<file path="config.mk">
export PLATFORM = sky130hd
export DESIGN_NAME = data_memory_arbiter
export DESIGN_NICKNAME = d
export VERILOG_FILES = /design/src/rtl/data_memory_arbiter_pkg.sv /design/src/rtl/data_memory_arbiter_rr.sv /design/src/rtl/data_memory_arbiter.sv
export SDC_FILE = /design/constraint.sdc
export NUM_CORES = 1
export LEC_CHECK = 0
export ABC_AREA = 1
export BUFFER_PORTS_ARGS = -buffer_cell sky130_fd_sc_hd__buf_2
export CAP_MARGIN = 20
export CORE_MARGIN = 3
export CORE_UTILIZATION = 42
export DETAILED_ROUTE_END_ITERATION = 8
export GPL_TIMING_DRIVEN = 0
export PLACE_DENSITY_LB_ADDON = 0.3
export SKIP_LAST_GASP = 1
export SYNTH_ARGS = -nofsm -noshare
export SYNTH_HDL_FRONTEND = slang
export SYNTH_HIERARCHICAL = 1
export SYNTH_SLANG_ARGS = --single-unit
export TNS_END_PERCENT = 20
</file>
<file path="constraint.sdc">
create_clock -name clock -period 1.4 [get_ports clock]
set_clock_uncertainty 0.15 [all_clocks]
set_input_delay 0.28 -clock clock [delete_from_list [all_inputs] [get_ports clock]]
set_output_delay 0.28 -clock clock [all_outputs]
set_load 0.02 [all_outputs]
</file>
<file path="src/rtl/data_memory_arbiter_pkg.sv">
// Shared constants, FSM state type and op encoding for the data memory arbiter.
`timescale 1ns/1ps
package data_memory_arbiter_pkg;

    localparam int ADDR_W  = 5;
    localparam int DATA_W  = 8;
    localparam int N_PORTS = 2;

    typedef enum logic [1:0] {
        IDLE   = 2'd0,
        ACCESS = 2'd1,
        DONE   = 2'd2
    } state_t;

    localparam logic OP_READ  = 1'b0;
    localparam logic OP_WRITE = 1'b1;

endpackage

</file>
<file path="src/rtl/data_memory_arbiter_rr.sv">
// Round-robin grant generator: the port after the last granted one has top priority.
`timescale 1ns/1ps
module mem_rr_arbiter #(
    parameter int N = 2
) (
    input  logic         clock,
    input  logic         clear,
    input  logic [N-1:0] i_valid,
    input  logic         i_advance,
    output logic [N-1:0] o_grant
);

    localparam int IDX_W = (N > 1) ? $clog2(N) : 1;

    logic [IDX_W-1:0] r_last;
    logic [IDX_W-1:0] w_grant_idx;
    logic [IDX_W-1:0] w_cand;
    logic             w_found;

    always_comb begin
        o_grant     = '0;
        w_grant_idx = r_last;
        w_found     = 1'b0;
        w_cand      = '0;
        for (int k = 1; k <= N; k++) begin
            w_cand = IDX_W'((int'(r_last) + k) % N);
            if (!w_found && i_valid[w_cand]) begin
                o_grant[w_cand] = 1'b1;
                w_grant_idx     = w_cand;
                w_found         = 1'b1;
            end
        end
    end

    // Reset points at the highest port so port 0 wins the first contest.
    always_ff @(posedge clock or negedge clear) begin
        if (!clear) begin
            r_last <= IDX_W'(N - 1);
        end else if (i_advance && w_found) begin
            r_last <= w_grant_idx;
        end
    end

endmodule

</file>
<file path="src/rtl/data_memory_arbiter.sv">
// Shares the single-port data memory between the CPU (port 0) and debug/loader (port 1).
// state  | meaning
// IDLE   | arbitrate, accept one request
// ACCESS | drive memory strobes for the latched op
// DONE   | pulse rsp valid to the owner
`timescale 1ns/1ps
module data_memory_arbiter #(
    parameter int ADDR_W = data_memory_arbiter_pkg::ADDR_W,
    parameter int DATA_W = data_memory_arbiter_pkg::DATA_W
) (
    input  logic              clock,
    input  logic              clear,
    input  logic              req0_valid,
    input  logic              req0_write,
    input  logic [ADDR_W-1:0] req0_addr,
    input  logic [DATA_W-1:0] req0_wdata,
    output logic              req0_ready,
    output logic              rsp0_valid,
    output logic [DATA_W-1:0] rsp0_rdata,
    input  logic              req1_valid,
    input  logic              req1_write,
    input  logic [ADDR_W-1:0] req1_addr,
    input  logic [DATA_W-1:0] req1_wdata,
    output logic              req1_ready,
    output logic              rsp1_valid,
    output logic [DATA_W-1:0] rsp1_rdata,
    output logic              mem_read,
    output logic              mem_write,
    output logic [ADDR_W-1:0] mem_address,
    output logic [DATA_W-1:0] mem_wdata,
    input  logic [DATA_W-1:0] mem_rdata,
    output logic              busy
);

    import data_memory_arbiter_pkg::*;

    state_t              r_state;
    logic                r_op;
    logic [ADDR_W-1:0]   r_addr;
    logic [DATA_W-1:0]   r_wdata;
    logic                r_owner;
    logic                r_mem_read;
    logic                r_mem_write;
    logic                r_rsp0_valid;
    logic                r_rsp1_valid;
    logic [DATA_W-1:0]   r_rsp0_rdata;
    logic [DATA_W-1:0]   r_rsp1_rdata;

    logic [1:0]          w_valid;
    logic [1:0]          w_grant;
    logic                w_idle;
    logic                w_accept;
    logic                w_sel_port;
    logic                w_sel_op;
    logic [ADDR_W-1:0]   w_sel_addr;
    logic [DATA_W-1:0]   w_sel_wdata;

    assign w_valid  = {req1_valid, req0_valid};
    assign w_idle   = (r_state == IDLE);
    assign w_accept = w_idle && (|w_valid);

    mem_rr_arbiter #(
        .N (N_PORTS)
    ) u_rr (
        .clock     (clock),
        .clear     (clear),
        .i_valid   (w_valid),
        .i_advance (w_accept),
        .o_grant   (w_grant)
    );

    assign w_sel_port  = w_grant[1];
    assign w_sel_op    = w_sel_port ? req1_write : req0_write;
    assign w_sel_addr  = w_sel_port ? req1_addr  : req0_addr;
    assign w_sel_wdata = w_sel_port ? req1_wdata : req0_wdata;

    assign req0_ready  = w_idle && w_grant[0];
    assign req1_ready  = w_idle && w_grant[1];

    // Strobes are registered so the async clear drops them without a clock edge.
    always_ff @(posedge clock or negedge clear) begin
        if (!clear) begin
            r_state      <= IDLE;
            r_op         <= OP_READ;
            r_addr       <= '0;
            r_wdata      <= '0;
            r_owner      <= 1'b0;
            r_mem_read   <= 1'b0;
            r_mem_write  <= 1'b0;
            r_rsp0_valid <= 1'b0;
            r_rsp1_valid <= 1'b0;
            r_rsp0_rdata <= '0;
            r_rsp1_rdata <= '0;
        end else begin
            r_rsp0_valid <= 1'b0;
            r_rsp1_valid <= 1'b0;
            case (r_state)
                IDLE: begin
                    if (w_accept) begin
                        r_op        <= w_sel_op;
                        r_addr      <= w_sel_addr;
                        r_wdata     <= w_sel_wdata;
                        r_owner     <= w_sel_port;
                        r_mem_write <= (w_sel_op == OP_WRITE);
                        r_mem_read  <= (w_sel_op == OP_READ);
                        r_state     <= ACCESS;
                    end
                end
                ACCESS: begin
                    r_mem_read  <= 1'b0;
                    r_mem_write <= 1'b0;
                    if (r_op == OP_READ) begin
                        if (r_owner) r_rsp1_rdata <= mem_rdata;
                        else         r_rsp0_rdata <= mem_rdata;
                    end
                    if (r_owner) r_rsp1_valid <= 1'b1;
                    else         r_rsp0_valid <= 1'b1;
                    r_state <= DONE;
                end
                DONE: begin
                    r_state <= IDLE;
                end
                default: begin
                    r_state <= IDLE;
                end
            endcase
        end
    end

    assign mem_read    = r_mem_read;
    assign mem_write   = r_mem_write;
    assign mem_address = r_addr;
    assign mem_wdata   = r_wdata;
    assign rsp0_valid  = r_rsp0_valid;
    assign rsp1_valid  = r_rsp1_valid;
    assign rsp0_rdata  = r_rsp0_rdata;
    assign rsp1_rdata  = r_rsp1_rdata;
    assign busy        = !w_idle;

endmodule

</file>
==> results.md <==
* Crit path DAT at 1.28 ns
* Kind of end point of the critical path: primary output
* EDFF count, synth at 0
* Worst Path Required at 0.97 ns
* Slowest-stage cell, CP: dfstp_2
* Die Width at 70.9 µm
* Die area at 5030 µm²
* Post-Synthesis Cells at 218
* Cts bufs inserted at 5
* Layout cells sized above 1 at 39.3%
* Drt drc at 0
* Detailed placement HPWL at 3000 µm
* Routability Congestion at 0.747
* Post-DRT Antenna Nets at 0
* Ys async rst share at 100%
* Initial antenna violation count at 0
* Max clock buf depth at 2
* Clk sinks at 38
* Initial core utilization at 45.9%
* Status: complete, but fails checks
* Unique masters post-synth at 19
* # diodes at 0
* Final Hold Fails at 0
* Final Max Tran Viols at 0
* Area contributors post-synth: dfrtp_1 52%, nand2_1 27%, nand3_1 5.4%
* Fin nets at 352
* Fin util at 64.8%
* Max-Cap Viols at 0
* Pwr/cell area at 2370 nW/µm²
* Clk pin slew, worst setup/hold paths at 0.07 ns
* Min Hold Slack at 0.0891 ns
* Yosys warns at 6
* Failing checks: negative setup slack
* Most frequent cell after synthesis: nand2_1
* Slowest stage delay, CP at 0.58 ns
* Mapped Nets at 258
* Hold Path Class: in2reg
* First-pass GRT wire length at 7170 µm
* DR WL/cell at 11.8 µm
* Die height at 70.9 µm
* Top Family by Delay on Critical Path: flip-flops
* Drt initial violations at 62
* Fin worst setup slack at -0.311 ns
* Tmin final at 1.71 ns
* Ports at 76
* Most frequent cells after synthesis: 125 x nand2_1, 37 x dfrtp_1, 19 x nand3_1
* Largest net degree at the start of global routing at 39
* CTS Root Cell: clkbuf_8
* Startpoint Class: register
* Filler instances at 362
* Port-buffer cells at 75
* Synth Cell Area at 1770 µm²
* Relative slew slack at 65.7%
* All-Layer GR Usage at 18.0%
* Via count at 1635
* Peak VDD IR at 0.00118 V
* Seq/Total Area, Yosys at 53.8%
* Syn_area_per_cell at 8.12 µm²
* Unrepaired setup endpoints after global routing: yes
* H-tree depth at 2
* Final wirelength at 4270 µm
* Crit Path Class: reg2out
* F_max at 0.584 GHz
* Main synth FF type: dfrtp_1
* CP Buf/Inv Count at 3
* Period utilization at 122%
* Final setup violation count at 17
* Synth Register Bits at 38
* Worst-path fanout max at 3
* Worst path cell trace: inv_2 > a21boi_2 > inv_1 > nor2_2 > buf_6
* Core area at 3850 µm²
* Area Overhead vs Synth at 41.1%
* Leading area contributor after synthesis: dfrtp_1
* CTS tree: yes
* Synth top area share at 52.3%
* Via density at 4.53
* DP Worst Slack at -0.255 ns
* Rows at 22
* Worst-skew pair later-pin latency at 0.29 ns
* Leakage at 0.00148 µW
* Vias in the first global route at 1596
* Worst Max-Slew Pin Slew at 0.515 ns
* Grt ovf at 0
* DR pass1 iterations at 4
power breakdown:
part | switching, µW | internal [µW] | leakage [µW] | total [µW]
Combinational | 1880 | 1170 | 0.000960 | 3050
Sequential | 328 | 1630 | 0.000471 | 1960
Clock | 369 | 533 | 0.0000524 | 901
Total | 2580 | 3340 | 0.00148 | 5920
stage by stage:
| step | instance area [µm²] | power [µW] | std cells | setup TNS [ns] |
|---|---|---|---|---|
| floorplan | 1780 | 3780 | 218 | -0.0267 |
| CTS | 2410 | 5740 | 356 | -1.19 |
| detailed placement | 2220 | 4660 | 341 | -0.997 |
| global route | 2500 | 6370 | 361 | -3.94 |
| global placement | 2220 | 4590 | 341 | -0.792 |
| finish | 2500 | 5920 | 361 | -1.61 |
layer usage:
| metal | routed length (µm) | track usage (%) | vias to the layer above | share of wire, % |
|---|---|---|---|---|
| li1 | - | - | 853 | - |
| met1 | 1850 | 23.7 | 715 | 43 |
| met2 | 2010 | 28.0 | 62 | 47 |
| met3 | 347 | 6.11 | 5 | 8.1 |
| met4 | 55 | 5.64 | 0 | 1.3 |
| met5 | 0 | 0 | - | 0 |
registers in the layout, indices dropped and copies added (netlist names), 2 cells and up:
name         cells
r_state          2
mem_wdata        8
mem_address      5
rsp0_rdata       8
rsp1_rdata       8
cells by family (layout without fill, tap and decap cells):
group	count (synthesis)	count (layout)	share of synthesized area (%)
AO/OA/AOI/OAI	4	4	1.41
buffers and inverters	17	112	6.15
flip-flops	38	38	53.8
AND/OR/NAND/NOR	159	159	38.7
layout by cell type, fill, tap and decap left out, types with 3 or more instances in the layout:
cell type	Yosys	layout
nand2_1	125	119
buf_2	1	71
dfrtp_1	37	37
nand3_1	19	19
buf_6	3	11
nand2_2	1	7
buf_4	1	7
clkbuf_8	1	6
inv_1	6	5
nor2_1	7	5
inv_2	4	4
nand2_4	4	4
nor2_4	2	3
path summary, 6_finish.rpt:
path	start	to	slack, ns	cells past startpoint
worst max-delay path	u_rr/r_last	req0_ready	-0.31	5
min in group asynchronous	clear	rsp1_rdata[1]	0.37	2
worst max register to register	r_state[1]	u_rr/r_last	-0.14	9
worst min register to register	rsp1_rdata[7]	rsp1_rdata[7]	0.32	2
worst min-delay path	mem_rdata[5]	rsp0_rdata[5]	0.09	3
max in group asynchronous	clear	u_rr/r_last	0.36	2
final cells by class:
cell class / count / area [µm²] / share of cell area [%]
inverters: 11 / 51.3 / 2.05
plain buffers: 5 / 62.6 / 2.51
clock buffers: 7 / 76.3 / 3.06
well taps: 48 / 60.1 / 2.40
flip-flops and latches: 38 / 952 / 38.1
multi-input cells: 163 / 749 / 30.0
clock inverters: 1 / 30.0 / 1.20
repair buffers: 88 / 515 / 20.6
tightest hold or removal path: cells and delay by family:
family        cells  cell delay (ns)
buf+inv           1             0.09
simple gates      2             0.13
repair_timing:
action	CTS	global route
cloned	0	1
buffers inserted	7	4
pin swaps	3	6
endpoints found under the setup margin	15	69
gates resized for setup	9	17
hold buffers	1	0
hold endpoints to repair	37	0
Power figures use the tool's default switching activity.
